File: src/rtl/reg_write_port_arbiter.sv
// Register file write-port arbiter.
// The in-order commit stream always wins the port. Late writebacks wait in a
// small FIFO and drain in cycles where commit is idle. A commit to register X
// kills every queued late result for X, because the commit is always younger.
// A starve counter raises stallReq so that a live late result cannot wait
// forever behind a busy commit stream.
module reg_write_port_arbiter #(
    parameter int DEPTH        = 4,
    parameter int STARVE_LIMIT = 8,
    parameter int ADDR_WIDTH   = 5,
    parameter int XLEN         = 32
) (
    input  logic                       clk,
    input  logic                       rst,
    input  logic                       commitEnable,
    input  logic [ADDR_WIDTH-1:0]      commitAddr,
    input  logic [XLEN-1:0]            commitValue,
    input  logic                       lateValid,
    output logic                       lateReady,
    input  logic [ADDR_WIDTH-1:0]      lateAddr,
    input  logic [XLEN-1:0]            lateValue,
    output logic                       stallReq,
    output logic [(1<<ADDR_WIDTH)-1:0] pendingMask,
    output logic                       writeEnable,
    output logic [ADDR_WIDTH-1:0]      writeAddr,
    output logic [XLEN-1:0]            writeValue
);

    localparam int PTR_W = (DEPTH > 1) ? $clog2(DEPTH) : 1;
    localparam int CNT_W = PTR_W + 1;
    localparam int STV_W = $clog2(STARVE_LIMIT + 1);
    localparam int NREG  = 1 << ADDR_WIDTH;

    // FIFO storage: one live bit, destination and data per entry
    logic                  live_q  [DEPTH];
    logic                  live_d  [DEPTH];
    logic [ADDR_WIDTH-1:0] addr_q  [DEPTH];
    logic [ADDR_WIDTH-1:0] addr_d  [DEPTH];
    logic [XLEN-1:0]       value_q [DEPTH];
    logic [XLEN-1:0]       value_d [DEPTH];

    logic [PTR_W-1:0]      rd_ptr_q, rd_ptr_d;
    logic [PTR_W-1:0]      wr_ptr_q, wr_ptr_d;
    logic [CNT_W-1:0]      count_q, count_d;
    logic [STV_W-1:0]      starve_q, starve_d;
    logic                  stall_q, stall_d;
    logic                  we_q, we_d;
    logic [ADDR_WIDTH-1:0] waddr_q, waddr_d;
    logic [XLEN-1:0]       wvalue_q, wvalue_d;

    logic commit_eff;
    logic fifo_empty;
    logic fifo_full;
    logic push_store;
    logic pop;
    logic head_live;

    // Port arbitration, FIFO bookkeeping, WAW kill and starvation tracking
    always_comb begin
        commit_eff = commitEnable && (commitAddr != '0);
        fifo_empty = (count_q == '0);
        fifo_full  = (count_q == CNT_W'(DEPTH));
        // A handshake to r0 completes but leaves nothing behind
        push_store = lateValid && !fifo_full && (lateAddr != '0);
        pop        = !commit_eff && !fifo_empty;
        head_live  = live_q[rd_ptr_q];

        we_d     = 1'b0;
        waddr_d  = '0;
        wvalue_d = '0;
        if (commit_eff) begin
            we_d     = 1'b1;
            waddr_d  = commitAddr;
            wvalue_d = commitValue;
        end else if (pop && head_live) begin
            we_d     = 1'b1;
            waddr_d  = addr_q[rd_ptr_q];
            wvalue_d = value_q[rd_ptr_q];
        end

        for (int i = 0; i < DEPTH; i++) begin
            live_d[i]  = live_q[i];
            addr_d[i]  = addr_q[i];
            value_d[i] = value_q[i];
            if (commit_eff && (addr_q[i] == commitAddr)) begin
                live_d[i] = 1'b0;
            end
            // Popped slots are killed so the pending mask only sees occupied entries
            if (pop && (rd_ptr_q == PTR_W'(i))) begin
                live_d[i] = 1'b0;
            end
            // A late result racing a same-register commit is older: store it dead
            if (push_store && (wr_ptr_q == PTR_W'(i))) begin
                live_d[i]  = !(commit_eff && (lateAddr == commitAddr));
                addr_d[i]  = lateAddr;
                value_d[i] = lateValue;
            end
        end

        rd_ptr_d = pop ? rd_ptr_q + 1'b1 : rd_ptr_q;
        wr_ptr_d = push_store ? wr_ptr_q + 1'b1 : wr_ptr_q;
        count_d  = count_q + CNT_W'(push_store) - CNT_W'(pop);

        starve_d = starve_q;
        if (fifo_empty || pop) begin
            starve_d = '0;
        end else if (head_live && (starve_q != STV_W'(STARVE_LIMIT))) begin
            starve_d = starve_q + 1'b1;
        end
        stall_d = (starve_d == STV_W'(STARVE_LIMIT));
    end

    // State register; entry payloads need no reset since live gates them
    always_ff @(posedge clk) begin
        if (rst) begin
            for (int i = 0; i < DEPTH; i++) begin
                live_q[i] <= 1'b0;
            end
            rd_ptr_q <= '0;
            wr_ptr_q <= '0;
            count_q  <= '0;
            starve_q <= '0;
            stall_q  <= 1'b0;
            we_q     <= 1'b0;
            waddr_q  <= '0;
            wvalue_q <= '0;
        end else begin
            for (int i = 0; i < DEPTH; i++) begin
                live_q[i] <= live_d[i];
            end
            rd_ptr_q <= rd_ptr_d;
            wr_ptr_q <= wr_ptr_d;
            count_q  <= count_d;
            starve_q <= starve_d;
            stall_q  <= stall_d;
            we_q     <= we_d;
            waddr_q  <= waddr_d;
            wvalue_q <= wvalue_d;
        end
        for (int i = 0; i < DEPTH; i++) begin
            addr_q[i]  <= addr_d[i];
            value_q[i] <= value_d[i];
        end
    end

    // Pending mask: register r is pending while any live entry targets it
    genvar gi, gj;
    generate
        for (gi = 0; gi < NREG; gi++) begin : g_pend
            if (gi == 0) begin : g_zero
                assign pendingMask[gi] = 1'b0;
            end else begin : g_reg
                logic [DEPTH-1:0] hit;
                for (gj = 0; gj < DEPTH; gj++) begin : g_hit
                    assign hit[gj] = live_q[gj] && (addr_q[gj] == ADDR_WIDTH'(gi));
                end
                assign pendingMask[gi] = |hit;
            end
        end
    endgenerate

    assign lateReady   = !fifo_full;
    assign stallReq    = stall_q;
    assign writeEnable = we_q;
    assign writeAddr   = waddr_q;
    assign writeValue  = wvalue_q;

endmodule

File: config.mk
export PLATFORM = sky130hd
export DESIGN_NAME = reg_write_port_arbiter
export DESIGN_NICKNAME = d
export VERILOG_FILES = /design/src/rtl/reg_write_port_arbiter.sv
export SDC_FILE = /design/constraint.sdc
export NUM_CORES = 1
export LEC_CHECK = 0
export CAP_MARGIN = 30
export CORE_ASPECT_RATIO = 1.75
export CORE_UTILIZATION = 35
export DETAILED_ROUTE_END_ITERATION = 6
export PLACE_DENSITY = 0.61
export SYNTH_ARGS = -nofsm -noshare
export SYNTH_HDL_FRONTEND = slang
export SYNTH_SLANG_ARGS = --single-unit
File: constraint.sdc
create_clock -name clk -period 5.3 [get_ports clk]
set_input_delay 1.06 -clock clk [delete_from_list [all_inputs] [get_ports clk]]
set_output_delay 1.06 -clock clk [all_outputs]
set_load 0.01 [all_outputs]
# Word-level counts from Yosys, hierarchy flattened
# Memories as Yosys holds them, arrays and structs flattened. A register that Yosys moved wholly into a read port is not among the register bits.
# Cells that the tools add are included.
[totals]
reg_bits = 50
mem_bits_rw = 152
out_inout_bits = 72
word_cells = 399
memories = 3
[mem_list]
columns = ["memory", "depth", "word_bits", "read_ports", "rd_ports_with_merged_regs", "write_ports", "line", "source"]
rows = [
  ["value_q", 4, 32, 1, 1, 1, "39", "logic [XLEN-1:0] value_q [DEPTH];"],
  ["addr_q", 4, 5, 5, 1, 4, "37", "logic [ADDR_WIDTH-1:0] addr_q [DEPTH];"],
  ["live_q", 4, 1, 5, 1, 4, "35", "logic live_q [DEPTH];"],
]
[op_classes]
n_addsub = 5
n_eq_ne = 142
muxes = 50
n_bitwise = 4
n_reduce_logical = 187
[ops]
columns = ["operator", "n"]
rows = [
  ["$eq A5 B5 Y1 const B", 64],
  ["$mux W32", 9],
  ["$eq A5 B4 Y1 const B", 32],
  ["$logic_and A1 B1 Y1", 143],
  ["$reduce_or A4 Y1", 31],
  ["$reduce_or A32 Y1", 3],
  ["$eq A5 B3 Y1 const B", 16],
  ["$eq A5 B2 Y1 const B", 8],
  ["$mux W5", 6],
  ["$eq A5 B5 Y1", 5],
  ["$mux W1", 24],
  ["$eq A5 B1 Y1 const B", 4],
  ["$mux W2", 9],
  ["$reduce_bool A5 Y1", 2],
  ["$eq A2 B2 Y1 const B", 4],
  ["$mux W4", 2],
  ["$add A2 B1 Y2 const B", 2],
  ["$add A4 B1 Y4 const B", 1],
  ["$eq A2 B1 Y1 const B", 2],
  ["$eq A4 B4 Y1 const B", 1],
  ["$logic_not A1 Y1", 4],
  ["$logic_not A2 Y1", 2],
  ["$ne A1 B1 Y1 const B", 4],
  ["$ne A4 B4 Y1 const B", 1],
  ["other kinds (6)", 9],
]

# Longest topological paths before layout
# Gate-level depths: netlist (run 1).
[logic_depth]
ltp_word = 10
depth_mapped = 12
mapped_depth_nobuf = 11

# Worst setup path after synthesis (run 1)
# No wires, ideal clock.
[synth_path]
kind = "input to register"
from = "in lateAddr[0]"
to = "reg count_q[2]"
setup_ns = 0.128
arrival_ns = 3.093
required_time_ns = 5.172
setup_slack_ns = 2.080
cell_stages = 12
path_buffers = 1
path_cell_list = "or3_1 -> o311a_1 -> buf_2 -> inv_1 -> ha_1 -> inv_1 -> ha_1 -> inv_1 -> fa_1 -> xor2_1 -> xnor2_1 -> nor2_1"
[synth_between]
elab_chain_len = 4
[synth_lines]
columns = ["item", "line", "source"]
rows = [
  ["from (decl)", "20", "input logic [ADDR_WIDTH-1:0] lateAddr,"],
  ["$reduce_bool A5 Y1", "64", "push_store = lateValid && !fifo_full && (lateAddr != '0);"],
  ["$logic_and A1 B1 Y1", "64", ""],
  ["$add A3 B1 Y3", "102", "count_d = count_q + CNT_W'(push_store) - CNT_W'(pop);"],
  ["$sub A3 B1 Y3", "102", ""],
  ["to (signal assigned)", "133", "count_q <= count_d;"],
  ["to (decl)", "44", "logic [CNT_W-1:0] count_q, count_d;"],
]
# No other way between the ends.
# A chain may end at the register's enable or synchronous reset.

==> results of run 1 <==
final timing paths:
kind                                  start               to  cells past startpoint
worst min register to register  wr_ptr_q[1]      wr_ptr_q[1]                      2
worst max register to register   count_q[2]       count_q[2]                     11
worst min-delay path            wr_ptr_q[1]      wr_ptr_q[1]                      2
worst max-delay path              live_q[1]  pendingMask[28]                      5
flip-flops by register name, indices dropped and copies added (netlist names), named ones only:
name	flops
live_q	4
wr_ptr_q	2
count_q	3
writeEnable	1
rd_ptr_q	2
writeValue	32
addr_q	20
value_q	128
starve_q	4
writeAddr	5
stallReq	1
cell type report:
type / instances / area, um2 / share of cell area
clock buffers: 28 / 571.8 / 0.05064
clock inverters: 10 / 118.9 / 0.01053
inverters: 18 / 67.56 / 0.005983
multi-input cells: 339 / 3039 / 0.2691
flip-flops and latches: 204 / 5568 / 0.4931
well taps: 312 / 390.4 / 0.03457
repair buffers: 152 / 1536 / 0.1361
Yosys cell counts, drive strengths merged, types with 6 or more instances:
cell type and count:
nand2 25, dfxtp 56, mux4 38, xor2 12, nor2b 17, a22oi 13
a32oi 6, and2 6, edfxtp 148, o221ai 23, ha 12, a22o 37
xnor2 19, a221o 8, clkbuf 25, nand3 12, nor2 30, inv 18
nand2b 11, o22ai 7, buf 17
per-stage QoR:
stage                     power (mW)  hold WS (ns)  instances  cell area [um2]    util
final                          4.347        0.5623       1063            11290  0.4550
after global routing           4.529        0.5901       1063            11290  0.4550
after CTS                      4.400        0.5669       1062            11270  0.4542
after detailed placement       2.918        0.5580       1024            10580  0.4263
after global placement         2.899        0.5315       1023            10560  0.4255
after floorplan                2.567        0.5136        603             8917       -
worst max-delay path: cells and delay by family (launching register included):
family	cells	cell delay, ns
and+or+nand+nor	2	0.77
AOI/OAI and AO/OA	2	0.38
DFF	1	0.58
buffers and inverters	1	0.62
power by group through the flow:
| stage | registers [mW] | clock network [mW] | logic (mW) |
|---|---|---|---|
| 2_1_floorplan | 2.00 | 0 | 0.567 |
| 3_3_place_gp | 2.07 | 0 | 0.834 |
| 3_5_place_dp | 2.06 | 0 | 0.855 |
| 4_1_cts | 2.03 | 1.51 | 0.860 |
| 5_1_grt | 2.04 | 1.57 | 0.918 |
| 6_report | 2.03 | 1.47 | 0.849 |
cells by family (layout without fill, tap and decap cells):
family	after synthesis	in the layout
buffers and inverters	60	208
DFF	204	204
xor gates and xnor gates	31	31
AOI/OAI and AO/OA	122	122
adders and majority gates	13	13
muxes	41	41
other	1	1
and+or+nand+nor	131	131
metal layers:
metal,vias up,global-route usage
met5,-,0
met1,2989,0.2095
met4,0,0.1270
li1,2649,-
met2,289,0.3874
met3,83,0.03259
cells in the final DEF, fill, tap and decap left out, types with 5 or more instances in the layout:
| cell type | netlist | final |
|---|---|---|
| and3_1 | 5 | 5 |
| inv_1 | 18 | 14 |
| nand3_1 | 12 | 12 |
| xor2_1 | 12 | 12 |
| ha_1 | 12 | 12 |
| a221o_1 | 8 | 8 |
| o221ai_1 | 23 | 23 |
| a22o_1 | 37 | 37 |
| o22ai_1 | 7 | 7 |
| clkbuf_16 | 0 | 21 |
| a32oi_1 | 6 | 6 |
| edfxtp_1 | 148 | 148 |
| a22oi_1 | 13 | 13 |
| mux4_2 | 38 | 38 |
| nor2b_1 | 17 | 17 |
| nand2_1 | 25 | 25 |
| nand2b_1 | 11 | 11 |
| nor2_1 | 30 | 29 |
| clkdlybuf4s50_1 | 0 | 148 |
| dfxtp_1 | 56 | 54 |
| xnor2_1 | 19 | 19 |
| and2_1 | 6 | 6 |
| clkbuf_1 | 25 | 5 |
==> impl_metrics.env, run 1 <==
export IMPL_async_flop_share=0
export IMPL_crit_chain="nand2_1 > nor3_1 > a32oi_1 > o221ai_1 > clkdlybuf4s50_1"
export IMPL_hold_buffers=0
export IMPL_die_x_um=122.7
export IMPL_tightest_slew_ns=0.9506
export IMPL_synth_seq_cells=204
export IMPL_crit_path_end_kind="output port"
export IMPL_finClkSkew_ns=0.02996
export IMPL_vias=6010
export IMPL_arrival_ns=2.87
export IMPL_dp_slack_ns=1.174
export IMPL_postCtsSetupBuffers=0
export IMPL_port_buffer_count=148
export IMPL_io_pins=150
export IMPL_cap_violations=0
export IMPL_drt_iter0_drc=392
export IMPL_ant_nets=0
export IMPL_p_switching_mw=1.163
export IMPL_cp_data_required_time_ns=4.24
export IMPL_netlist_area_leader_share=0.4984
export IMPL_critical_path_max_stage_delay_ns=0.62
export IMPL_min_period_ns=3.926
export IMPL_grt_pass1_vias=6291
export IMPL_setup_ws_ns=1.374
export IMPL_startpoint_type="flip-flop"
export IMPL_tritoncts="built"
export IMPL_via_per_inst=5.654
export IMPL_final_hold_viol_count=0
export IMPL_totalWireLength_mm=26.55
export IMPL_grt_setup_unrepaired="no"
export IMPL_p_sw_frac=0.2675
export IMPL_yosysTopAreaCell="edfxtp_1"
export IMPL_r2r_slack_ns=2.62
export IMPL_vdd_ir_drop_max_v=0.0002540
export IMPL_die_y_um=213.2
export IMPL_clkTransAtPathRegs_ns=0.06
export IMPL_coreArea_um2=24820
export IMPL_seq_area_frac_synth=0.6241
export IMPL_syn_avg_cell_area_um2=14.79
export IMPL_ys_types=56
export IMPL_cts_buffer_depth=3
export IMPL_synth_fp_nets=694
export IMPL_grt_first_pass_wirelength_mm=38.82
export IMPL_rows=76
export IMPL_htreeDepth=1
export IMPL_synthCells=603
export IMPL_root_buffer="clkbuf_16"
export IMPL_timing_fmax_mhz=254.7
export IMPL_dr_pass1_iters=7
export IMPL_nets=827
export IMPL_clock_latency_ns=0.51
export IMPL_dr_wl_met2_mm=14.48
export IMPL_grt_total_usage=0.2070
export IMPL_cts_sinks=204
export IMPL_yosysWarnings=0
export IMPL_top_layer="met4"
export IMPL_wl_per_cell_um=24.98
export IMPL_route_met3_wl_mm=1.410
export IMPL_relSlewSlack=0.3648
export IMPL_p_clk_frac=0.338
export IMPL_die_area_um2=26150
export IMPL_power_leakage_nw=3.673
export IMPL_setup_tns_ns=0
export IMPL_grt_max_degree=38
export IMPL_drive_gt1_frac=0.1198
export IMPL_fill_cells=2222
export IMPL_yosys_top_cells_area="edfxtp_1 (50%), dfxtp_1 (13%), mux4_2 (9.6%)"
export IMPL_gp_congestion=0.9324
export IMPL_setup_viol=0
export IMPL_cts_resized_gates=0
export IMPL_synthFlopType="edfxtp_1"
export IMPL_grt_overflow=0
export IMPL_status="complete, no violations"
export IMPL_crit_type="flip-flop to output port"
export IMPL_area_growth_pct=26.63
export IMPL_start_util=0.3593
export IMPL_synth_edf_count=148
export IMPL_drc_errors=0
export IMPL_power_frac_seq=0.467
export IMPL_m1WireLength_mm=9.042
export IMPL_synthSimpleGateAreaFrac=0.07661
export IMPL_antenna_found_initial=0
export IMPL_maxSlewViolCount=0
export IMPL_critPathSlowestCell="clkdlybuf4s50_1"
export IMPL_yosys_mux_area_fraction=0.09934
export IMPL_synth_area_um2=8917
export IMPL_pwr_share_comb=0.195
export IMPL_synth_xor_area_frac=0.03045
export IMPL_fin_crit_sh=0.7408
export IMPL_synth_compound_area_frac=0.1141
export IMPL_yosys_area_share_adder=0.01908
export IMPL_n_antenna_cell=0
export IMPL_hold_class="flip-flop to flip-flop"
export IMPL_p_per_area_nw_per_um2=385.0
export IMPL_hpwl_mm=18.92
export IMPL_critPathMaxFanout=5
export IMPL_synth_top_family_by_area="compound AO/OA/AOI/OAI gates"
export IMPL_intPower_mw=3.184
export IMPL_numCtsBuffers=21
No activity file was read; power rests on OpenSTA's default activity.
==> inputs of run 2 (changes only) <==
==> constraint.sdc (replaced) <==
create_clock -name clk -period 4.04 [get_ports clk]
set_input_delay 0.808 -clock clk [delete_from_list [all_inputs] [get_ports clk]]
set_output_delay 0.808 -clock clk [all_outputs]
set_load 0.01 [all_outputs]
==> run 2 against run 1 <==
  * Combinational power grew 37%
  * Register-to-register slack lost 1.2 ns
  * Via count grew 1.6%
  * Routed wire length grew 6.4%
  * Setup slack lost 1.1 ns
  * Core utilization grew 0.76 points
  * Largest cell class unchanged
  * Highest routed layer unchanged
==> impl_metrics.env, run 2 (synthesis results as in run 1) <==
export IMPL_status="complete, no violations"
export IMPL_critPathMaxFanout=12
export IMPL_drc_errors=0
export IMPL_tightest_slew_ns=0.8102
export IMPL_layout_common_cells="edfxtp_1 (148), clkdlybuf4s50_1 (148), dfxtp_1 (54)"
export IMPL_vdd_ir_drop_max_v=0.0003440
export IMPL_rows=76
export IMPL_gp_congestion=0.9776
export IMPL_io_pins=150
export IMPL_arrival_ns=2.92
export IMPL_hpwl_mm=20.67
export IMPL_tritoncts="built"
export IMPL_crit_family="flip-flops"
export IMPL_critPathBufInv=1
export IMPL_totalWireLength_mm=28.24
export IMPL_start_util=0.3593
export IMPL_ant_nets=0
export IMPL_top_register="value_q"
export IMPL_fin_crit_sh=0.9230
export IMPL_postCtsSetupBuffers=0
export IMPL_maxSlewViolCount=0
export IMPL_die_y_um=213.2
export IMPL_hold_buffers=0
export IMPL_via_per_inst=5.660
export IMPL_die_area_um2=26150
export IMPL_finClkSkew_ns=0.03267
export IMPL_setup_viol=0
export IMPL_coreArea_um2=24820
export IMPL_crit_type="flip-flop to output port"
export IMPL_vias=6107
export IMPL_cap_violations=0
export IMPL_numCtsBuffers=20
export IMPL_grt_pass1_vias=6548
export IMPL_cts_sinks=204
export IMPL_grt_setup_unrepaired="no"
export IMPL_drt_iter0_drc=487
export IMPL_grt_max_degree=38
export IMPL_port_buffer_count=148
export IMPL_grt_overflow=0
export IMPL_area_growth_pct=28.75
export IMPL_drive_gt1_frac=0.1421
export IMPL_setup_tns_ns=0
export IMPL_cp_data_required_time_ns=3.23
export IMPL_largest_register_ffs=128
export IMPL_cts_resized_gates=0
export IMPL_fill_cells=2196
export IMPL_grt_first_pass_wirelength_mm=41.30
export IMPL_wl_per_cell_um=26.17
export IMPL_multi_input_area_um2=3039
export IMPL_dr_pass1_iters=7
export IMPL_crit_chain="nand2_1 > nor2_1 > a31oi_1 > o221ai_1 > clkdlybuf4s50_1"
export IMPL_clock_latency_ns=0.51
export IMPL_nets=844
export IMPL_antenna_found_initial=0
export IMPL_timing_fmax_mhz=268.2
export IMPL_power_leakage_nw=3.786
export IMPL_holdWs_ns=0.5615
export IMPL_cts_buffer_depth=3
export IMPL_critPathSlowestCell="edfxtp_1"
export IMPL_startpoint_type="flip-flop"
export IMPL_root_buffer="clkbuf_16"
export IMPL_die_x_um=122.7
export IMPL_n_antenna_cell=0
export IMPL_clkTransAtPathRegs_ns=0.07
export IMPL_critical_path_max_stage_delay_ns=0.81
export IMPL_relSlewSlack=0.4528
export IMPL_register_area_um2=5568
export IMPL_hold_class="flip-flop to flip-flop"
export IMPL_min_period_ns=3.729
export IMPL_grt_total_usage=0.2231
export IMPL_crit_path_end_kind="output port"
export IMPL_final_hold_viol_count=0
export IMPL_p_per_area_nw_per_um2=507.2
export IMPL_htreeDepth=1
## run 2: metal layers
layer  routed length, um  track usage
met1                9395       0.2215
met2               15220       0.4113
met4                2084       0.1577
met5                   0            0
met3                1541      0.03739
## run 2: area by class of cell
class	count	share of cell area
clock buffers	25	0.04980
well taps	312	0.03400
clock inverters	11	0.01286
multi-input cells	339	0.2647
inverters	18	0.005885
repair buffers	170	0.1478
flip-flops and latches	204	0.4850
## run 2: tightest hold or removal path, cell delays in order (launching register included)
cell and delay [ns]:
dfxtp_1 0.34, mux2i_1 0.13, nor2_1 0.05
## run 2: worst paths after layout
kind | start | endpoint | slack [ns] | cells after the start
max reg2reg | count_q[1] | count_q[2] | 1.46 | 10
min reg2reg | wr_ptr_q[1] | wr_ptr_q[1] | 0.56 | 2
min | wr_ptr_q[1] | wr_ptr_q[1] | 0.56 | 2
max | addr_q[1][0] | pendingMask[31] | 0.31 | 5
## run 2: where the power goes
part | total, mW | internal (mW) | switching (mW)
sequential | 2.65 | 2.50 | 0.157
combinational | 1.16 | 0.571 | 0.590
clock | 2.01 | 1.21 | 0.798
## run 2: per-stage QoR
step | setup WS [ns] | cells | total power, mW | utilization | area [um2]
floorplan | 1.072 | 603 | 3.368 | - | 8917
global placement | 0.5358 | 1043 | 3.852 | 0.4336 | 10760
detailed placement | 0.5057 | 1043 | 3.879 | 0.4336 | 10760
CTS | 0.3556 | 1079 | 5.900 | 0.4626 | 11480
global route | 0.2520 | 1079 | 6.074 | 0.4626 | 11480
finish | 0.3111 | 1079 | 5.823 | 0.4626 | 11480
